<file path="src/rtl/mem_wb_pkg.sv">
// Shared definitions for the MEM/WB pipeline register and its load-alignment helper.
// Load func3 codes, control_flow bit positions and default widths live here.
package mem_wb_pkg;

    localparam int DATA_WIDTH_DEF = 32;
    localparam int RD_WIDTH_DEF   = 5;
    localparam int CNT_WIDTH_DEF  = 64;

    typedef enum logic [2:0] {
        F3_LB  = 3'b000,
        F3_LH  = 3'b001,
        F3_LW  = 3'b010,
        F3_LBU = 3'b100,
        F3_LHU = 3'b101
    } load_func3_e;

    // Bit positions inside control_flow_mem.
    localparam int CF_REG_WRITE  = 1;
    localparam int CF_MEM_TO_REG = 0;

    function automatic logic is_half_load(input logic [2:0] func3);
        return (func3 == F3_LH) || (func3 == F3_LHU);
    endfunction

    function automatic logic is_word_load(input logic [2:0] func3);
        return func3 == F3_LW;
    endfunction

endpackage

</file>
<file path="src/rtl/mem_wb_load_align.sv">
// Combinational load alignment: picks the byte/halfword lane from a word-aligned
// load, sign/zero-extends it and flags addresses that are not naturally aligned.
module load_align
    import mem_wb_pkg::*;
#(
    parameter int DATA_WIDTH = DATA_WIDTH_DEF
) (
    input  logic [DATA_WIDTH-1:0] data_i,
    input  logic [1:0]            off_i,
    input  logic [2:0]            func3_i,
    output logic [DATA_WIDTH-1:0] data_o,
    output logic                  misaligned_o
);

    logic [7:0]  byte_lane;
    logic [15:0] half_lane;

    always_comb begin
        byte_lane = data_i[7:0];
        case (off_i)
            2'd0:    byte_lane = data_i[7:0];
            2'd1:    byte_lane = data_i[15:8];
            2'd2:    byte_lane = data_i[23:16];
            default: byte_lane = data_i[31:24];
        endcase
    end

    // Halfword lane uses only off[1]; misaligned halfwords still read the aligned lane.
    assign half_lane = off_i[1] ? data_i[31:16] : data_i[15:0];

    always_comb begin
        data_o = data_i;
        case (func3_i)
            F3_LB:   data_o = {{(DATA_WIDTH-8){byte_lane[7]}}, byte_lane};
            F3_LBU:  data_o = {{(DATA_WIDTH-8){1'b0}}, byte_lane};
            F3_LH:   data_o = {{(DATA_WIDTH-16){half_lane[15]}}, half_lane};
            F3_LHU:  data_o = {{(DATA_WIDTH-16){1'b0}}, half_lane};
            default: data_o = data_i;
        endcase
    end

    assign misaligned_o = (is_half_load(func3_i) && off_i[0])
                        || (is_word_load(func3_i) && (off_i != 2'd0));

endmodule

</file>
<file path="src/rtl/mem_wb.sv">
// MEM/WB pipeline register and write-back stage: aligns load data, registers the
// write-back packet, drives the register-file write/forwarding port and counts retirements.
module mem_wb
    import mem_wb_pkg::*;
#(
    parameter int DATA_WIDTH = DATA_WIDTH_DEF,
    parameter int RD_WIDTH   = RD_WIDTH_DEF,
    parameter int CNT_WIDTH  = CNT_WIDTH_DEF
) (
    input  logic                  clk,
    input  logic                  rst_n,
    input  logic                  flush,
    input  logic                  hold,
    input  logic                  valid_mem,
    input  logic                  ready_go_mem,
    output logic                  allow_in_wb,
    input  logic [DATA_WIDTH-1:0] mem_address_i,
    input  logic [DATA_WIDTH-1:0] mem_read_data_i,
    input  logic                  mem_read_i,
    input  logic [1:0]            control_flow_mem,
    input  logic [RD_WIDTH-1:0]   rd_mem,
    input  logic [2:0]            ins_func3_i,
    output logic                  valid_wb,
    output logic                  rf_we,
    output logic [RD_WIDTH-1:0]   rf_waddr,
    output logic [DATA_WIDTH-1:0] rf_wdata,
    output logic                  load_misaligned,
    output logic [CNT_WIDTH-1:0]  instret
);

    // Handshake: an instruction moves MEM->WB on a posedge where MEM offers it
    // (valid_mem & ready_go_mem & ~flush) and WB accepts (allow_in_wb). WB finishes
    // in one cycle (ready_go_wb=1), so it only refuses while it holds a valid
    // instruction under hold; it then keeps its contents unchanged.
    logic ready_go_wb;
    logic pipe_valid;
    logic load_en;

    logic                  valid_wb_q, valid_wb_d;
    logic [RD_WIDTH-1:0]   rd_q, rd_d;
    logic                  reg_write_q, reg_write_d;
    logic [DATA_WIDTH-1:0] data_q, data_d;
    logic                  misaligned_q, misaligned_d;
    logic [CNT_WIDTH-1:0]  instret_q, instret_d;

    logic [DATA_WIDTH-1:0] aligned_data;
    logic                  align_misaligned;
    logic [DATA_WIDTH-1:0] sel_data;
    logic                  sel_misaligned;

    assign ready_go_wb = 1'b1;
    assign allow_in_wb = ~valid_wb_q | (ready_go_wb & ~hold);
    assign pipe_valid  = valid_mem & ready_go_mem & ~flush;
    assign load_en     = pipe_valid & allow_in_wb;

    load_align #(
        .DATA_WIDTH (DATA_WIDTH)
    ) u_load_align (
        .data_i       (mem_read_data_i),
        .off_i        (mem_address_i[1:0]),
        .func3_i      (ins_func3_i),
        .data_o       (aligned_data),
        .misaligned_o (align_misaligned)
    );

    // Non-load results ride on the address bus.
    assign sel_data       = control_flow_mem[CF_MEM_TO_REG] ? aligned_data : mem_address_i;
    assign sel_misaligned = mem_read_i & align_misaligned;

    always_comb begin
        valid_wb_d   = valid_wb_q;
        rd_d         = rd_q;
        reg_write_d  = reg_write_q;
        data_d       = data_q;
        misaligned_d = misaligned_q;
        instret_d    = instret_q;

        if (allow_in_wb) begin
            valid_wb_d = pipe_valid;
        end

        if (load_en) begin
            rd_d         = rd_mem;
            reg_write_d  = control_flow_mem[CF_REG_WRITE];
            data_d       = sel_data;
            misaligned_d = sel_misaligned;
        end

        // An instruction retires on the edge it leaves WB; a held one is not counted.
        if (valid_wb_q && !hold) begin
            instret_d = instret_q + CNT_WIDTH'(1);
        end
    end

    always_ff @(posedge clk or negedge rst_n) begin
        if (!rst_n) begin
            valid_wb_q   <= 1'b0;
            rd_q         <= '0;
            reg_write_q  <= 1'b0;
            data_q       <= '0;
            misaligned_q <= 1'b0;
            instret_q    <= '0;
        end else begin
            valid_wb_q   <= valid_wb_d;
            rd_q         <= rd_d;
            reg_write_q  <= reg_write_d;
            data_q       <= data_d;
            misaligned_q <= misaligned_d;
            instret_q    <= instret_d;
        end
    end

    assign valid_wb        = valid_wb_q;
    assign rf_we           = valid_wb_q & reg_write_q & (rd_q != '0);
    assign rf_waddr        = rd_q;
    assign rf_wdata        = data_q;
    assign load_misaligned = valid_wb_q & misaligned_q;
    assign instret         = instret_q;

endmodule

</file>
<file path="config.mk">
export PLATFORM = sky130hd
export DESIGN_NAME = mem_wb
export DESIGN_NICKNAME = d
export VERILOG_FILES = /design/src/rtl/mem_wb_pkg.sv /design/src/rtl/mem_wb_load_align.sv /design/src/rtl/mem_wb.sv
export SDC_FILE = /design/constraint.sdc
export NUM_CORES = 1
export LEC_CHECK = 0
export BUFFER_PORTS_ARGS = -buffer_cell sky130_fd_sc_hd__clkbuf_2
export CORE_MARGIN = 5
export CORE_UTILIZATION = 54
export CTS_CLUSTER_DIAMETER = 100
export CTS_CLUSTER_SIZE = 20
export DETAILED_ROUTE_END_ITERATION = 7
export PLACE_DENSITY = 0.86
export SLEW_MARGIN = 20
export SYNTH_ARGS = -nofsm -noshare
export SYNTH_HDL_FRONTEND = slang
export SYNTH_SLANG_ARGS = --single-unit
</file>
<file path="constraint.sdc">
create_clock -name clk -period 5.2 [get_ports clk]
set_input_delay 0.52 -clock clk [delete_from_list [all_inputs] [get_ports clk]]
set_output_delay 0.52 -clock clk [all_outputs]
set_load 0.02 [all_outputs]
</file>
After elaboration in Yosys (flattened, before gate mapping)
Index checks and enable logic that the tools add are counted.
Cells by class
  add/sub/neg operators: 1
  equality and inequality tests: 6
  mux-type cells: 4
  bitwise logic cells: 11
  reductions and logical operators: 10
Operator list (number)
  case mux 32 bit (4 select lines): 1
  adder 64 x 1 -> 64 bit (second input constant): 1
  2-to-1 mux 32 bit: 1
  case mux 8 bit (3 select lines): 1
  2-to-1 mux 16 bit: 1
  AND 1 bit: 7
  equality test 3 bit (second input constant): 2
  nonzero test 5 bit: 1
  equality test 3 x 1 -> 1 bit (second input constant): 1
  equality test 3 x 2 -> 1 bit (second input constant): 1
  logical AND 1 bit: 3
  zero test 3 bit: 1
  NOT 1 bit: 3
  equality test 2 x 1 -> 1 bit (second input constant): 1
  equality test 2 bit (second input constant): 1
  zero test 2 bit: 1
  logical OR 1 bit: 2
  nonzero test 2 bit: 1
  zero test 1 bit: 1
  bitwise OR 1 bit: 1
Word-level totals
  bits in registers: 104
  bits of input ports: 81
  logic and storage cells: 38

Depth between registers and ports, before layout
  depth in word-level cells: 5
  gate-level depth with buffers: 7
  mapped depth without buffers: 6

By module
A second synthesis with hierarchy kept.
Unflattened totals
  cells, all modules: 567
  area total of the unflattened synthesis: 5790.6 sq um
By module, submodules not included
  mem_wb: times used 1, cells each 460, area an instance 4979.8 sq um, sequential area each 2602.5 sq um
  load_align: times used 1, cells each 107, area an instance 810.8 sq um, sequential area each 0.0 sq um

Least setup slack after synthesis
Ideal clock, no wire load.
  path type: input port to flip-flop
  start: input mem_address_i[1]
  end: register data_q[20] (netlist: rf_wdata[20])
  library setup time: 0.141 ns
  arrival time: 1.906 ns
  data required time: 5.059 ns
  slack: 3.153 ns
  stages: 7
  buffers on the path: 2
  path through: buf_4 -> mux4_2 -> nand2b_1 -> a211oi_1 -> nor2_1 -> buf_2 -> a221oi_1
Between the ends
  cells in the longest elaborated chain, start to end: 4
  elaborated cells between the ends (all ways): 7
  those cells by class: eq/ne (2); mux (4); reduce/logical (1)
RTL lines
  start: declaration: RTL line mem_wb.sv:17  | input logic [DATA_WIDTH-1:0] mem_address_i,
  equality test 2 bit (tied with other cells): RTL line mem_wb_load_align.sv:20  | case (off_i)
  case mux 8 bit (3 select lines): RTL line mem_wb_load_align.sv:20
  case mux 32 bit (4 select lines) (*): RTL line mem_wb_load_align.sv:33  | case (func3_i)
  2-to-1 mux 32 bit (*): RTL line mem_wb.sv:67  | assign sel_data = control_flow_mem[CF_MEM_TO_REG] ? aligned_data : mem_address_i;
  end signal: assignment: RTL line mem_wb.sv:107  | data_q <= data_d;
  end: declaration: RTL line mem_wb.sv:42  | logic [DATA_WIDTH-1:0] data_q, data_d;
Mark *: on every way between the ends. The rest lies on a longest branch, timed or not.
A chain may end at the register's enable or synchronous reset.

Worst setup path after layout
  start: register valid_wb_q (netlist: valid_wb)
  end: register data_q[29] (netlist: rf_wdata[29])
Between the ends
  cells in the longest elaborated chain, start to end: 3
RTL lines
  start: declaration: RTL line mem_wb.sv:39  | logic valid_wb_q, valid_wb_d;
  start signal: assignment: RTL line mem_wb.sv:104  | valid_wb_q <= valid_wb_d;
  NOT 1 bit: RTL line mem_wb.sv:52  | assign allow_in_wb = ~valid_wb_q | (ready_go_wb & ~hold);
  bitwise OR 1 bit: RTL line mem_wb.sv:52
  AND 1 bit: RTL line mem_wb.sv:54  | assign load_en = pipe_valid & allow_in_wb;
Every way passes these cells.

==> impl_results.md <==
* Endpoints failing hold at 0
* XOR/XNOR Fraction of Synth Area at 10.47%
* Synth Warn # at 0
* CTS tree: built
* Final WL at 14.19 mm
* Postcts setup bufs at 0
* Core area at a little under 10000 um^2
* Async set or reset register ratio after synthesis at 100.0%
* Slew @ Worst Pin at about 1100 ps
* Crit. End Element: flip-flop
* Layout Cells excl Fill at 855
* Power, Total at 1933 uW
* CTS Sinks at roughly 100
* Setup TNS at 0 ps
* Adder-Cell Fraction of Synth Area at 0.2374%
* Iteration-0 DRC Markers at 269
* Yosys top cell by area: dfrtp_1
* CP max stage cell: nor2_1
* Buf/Inv on CP at 1
* Starting Density at 54.69%
* Top-count cell post-synth: dfrtp_1
* DRT Pass-1 Iters at 6
* Post-placement cell area at around 6300 um^2
* Pin count of the biggest net entering global routing at 81
* Critical-path cell list: a21oi_4, buf_4, nand2_1, nor2_1, a221oi_1
* Die height at approximately 110 um
* CP required at 5390 ps
* Slowest stage delay, CP at 890 ps
* I/O Buffers at 185
* Area contributors post-synth: dfrtp_1 49%, nor2_1 6.1%, xnor2_1 5.3%, xor2_1 5.2%, nand2_1 4.5%
* Die footprint at 11840 um^2
* WP depth at 5
* Inst Count DP at 839
* Post-synthesis compound-gate area fraction at 11.73%
* Seq/Total Area, Yosys at 49.37%
* RSZ-0062 raised after global routing: no
* Post-CTS Hold Buffers at 0
* Area growth from synthesis to layout at 23.69%
* Hold Path Class: in2async
* Final Wtd Congestion at 0.8720
* Num rows at 36
* Top_reg_cell synth: dfrtp_1
* Final net count at about 800
* Routed vias at 4787
* Worst Path Arrival at 2940 ps
* Number of remaining DRC errors at 0
* Mux share of post-synthesis cell area at 2.136%
* Max-Slew Margin vs Limit at 24.52%
* Post-route minimum period at ~2800 ps
* ANT cells at 0
* Period utilization at 52.92%
* Post-Syn Area at 5271 um^2
* Status: finished clean
* Total GRT Usage at 23.96%
* Max Cap Violations at 0
* Initial antenna violation count at 0
* Total CTS buffers at 9
* Top delay family on crit path: simple AND/OR/NAND/NOR gates
* Via density at 5.599
* Htree depth at 3
* Wirelength per Cell at 16.60 um
* Global-route wire length before repair at between 20 and 25 mm
* Vias in the first global route at 4608
* Max Clk Rate at about 0.36 GHz
* Clock Skews at around 8.0 ps
* Worst skew pair latency at 360 ps
* Setup Crit Path Kind: reg2reg
* Post-synthesis cell type count at 43
* Synth Register Bits at 104
* Post-synthesis simple-gate area fraction at between 20 and 25%
* Synth top area share at around half
* HPWL Detailed at 10.65 mm
* Max rail drop VDD at 182.8 uV
* Power Dens Cells at just under 300 nW/um^2
* Synthesized Nets at 625
* Clk slew on worst S/H paths at approximately 100 ps
* Post-CTS sizing at 0
* Total gr overflow at 0
* Layout cells sized above 1 at a little under a third
* I/O pins at 186
* Startpoint Class: flip-flop
* Reg2reg path depth at 5
* Final setup viols at 0
* Lkg Pwr at ~0.0033 uW
* CP Max Fanout at 73
* Final Max Tran Viols at 0
* Main combinational cell family by area after synthesis: simple AND/OR/NAND/NOR gates
* Post-route ant nets at 0
* Syn Inst Count at 543
* EDFF count, synth at 0
* Fin area at 6520 um^2
* Clk buf depth at 2
* Synth top cells by count: 104 x dfrtp_1, 85 x nor2_1, 63 x nand2_1, 32 x xnor2_1, 31 x xor2_1
* Die W at 108.8 um
* Root buf cell: clkbuf_8
* Mapped Avg Cell Area at 9.708 um^2
==> final timing paths <==
check / start / to / slack (ps)
max: valid_wb$_DFFE_PN0P_ / rf_wdata[29]$_DFFE_PN0P_ / 2450
min: rst_n / instret[9]$_DFFE_PN0P_ / 50
max reg2reg: valid_wb$_DFFE_PN0P_ / rf_wdata[29]$_DFFE_PN0P_ / 2450
min reg2reg: instret[63]$_DFFE_PN0P_ / instret[63]$_DFFE_PN0P_ / 470
max in group asynchronous: rst_n / rf_wdata[16]$_DFFE_PN0P_ / 4160
min in group clk: rd_mem[2] / rf_waddr[2]$_DFFE_PN0P_ / 380
==> layout by cell type (no fill, tap or decap), drive strengths merged <==
cell	instances
a2111oi	1
a211oi	2
a21oi	5
a221oi	23
a22o	1
a22oi	7
a311oi	2
a31oi	10
and2	2
and3	5
and4	1
buf	3
bufinv	2
clkbuf	195
clkinv	3
dfrtp	104
ha	1
inv	24
mux2	8
mux4	1
nand2	63
nand2b	2
nand3	20
nand3b	2
nand4	23
nand4b	1
nor2	85
nor2b	4
nor3	19
nor4	8
o211ai	7
o21ai	10
o221ai	7
o311a	1
o31a	6
or3	1
xnor2	32
xor2	31
==> report_power, final <==
part,switching [uW],internal [uW]
Combinational,254,154
Clock,278,285
Sequential,72.2,889
Total,605,1330
==> sequential cells by signal, indices dropped and copies added (netlist names) <==
signal	cells
valid_wb	1
instret	64
misaligned_q	1
rf_wdata	32
rf_waddr	5
reg_write_q	1
==> metal layers <==
layer / GRT usage (%) / share of wire (%) / vias up
li1: - / - / 2264
met1: 30.76 / 41 / 2262
met2: 38.83 / 48 / 228
met3: 6.217 / 8.4 / 33
met4: 9.558 / 2.7 / 0
met5: 0 / 0 / -
==> cell type report <==
type | instances | area, um^2
multi-input combinational | 391 | 2494
clock inverter | 5 | 78.83
sequential | 104 | 2603
fill | 766 | 3119
clock buffer | 11 | 141.4
tap | 133 | 166.4
timing repair buffer | 187 | 947.2
inverter | 24 | 90.09
==> per-stage QoR <==
stage | utilization, % | setup WS, ps | hold WS (ps)
3_5_place_dp | 65.32 | 2209 | 445.0
4_1_cts | 67.60 | 2471 | 40.10
6_report | 67.64 | 2448 | 45.32
5_1_grt | 67.64 | 2258 | 55.34
3_3_place_gp | 65.32 | 2326 | 432.2
2_1_floorplan | - | 3153 | 224.4
==> kinds of logic (layout without fill, tap and decap cells) <==
| group | after synthesis | after routing |
|---|---|---|
| AO/OA/AOI/OAI | 82 | 82 |
| XOR/XNOR | 63 | 63 |
| adder cells (fa/ha/maj) | 1 | 1 |
| buffers and inverters | 48 | 227 |
| flip-flops | 104 | 104 |
| multiplexers | 9 | 9 |
| AND/OR/NAND/NOR | 236 | 236 |
Power figures use the tool's default switching activity.
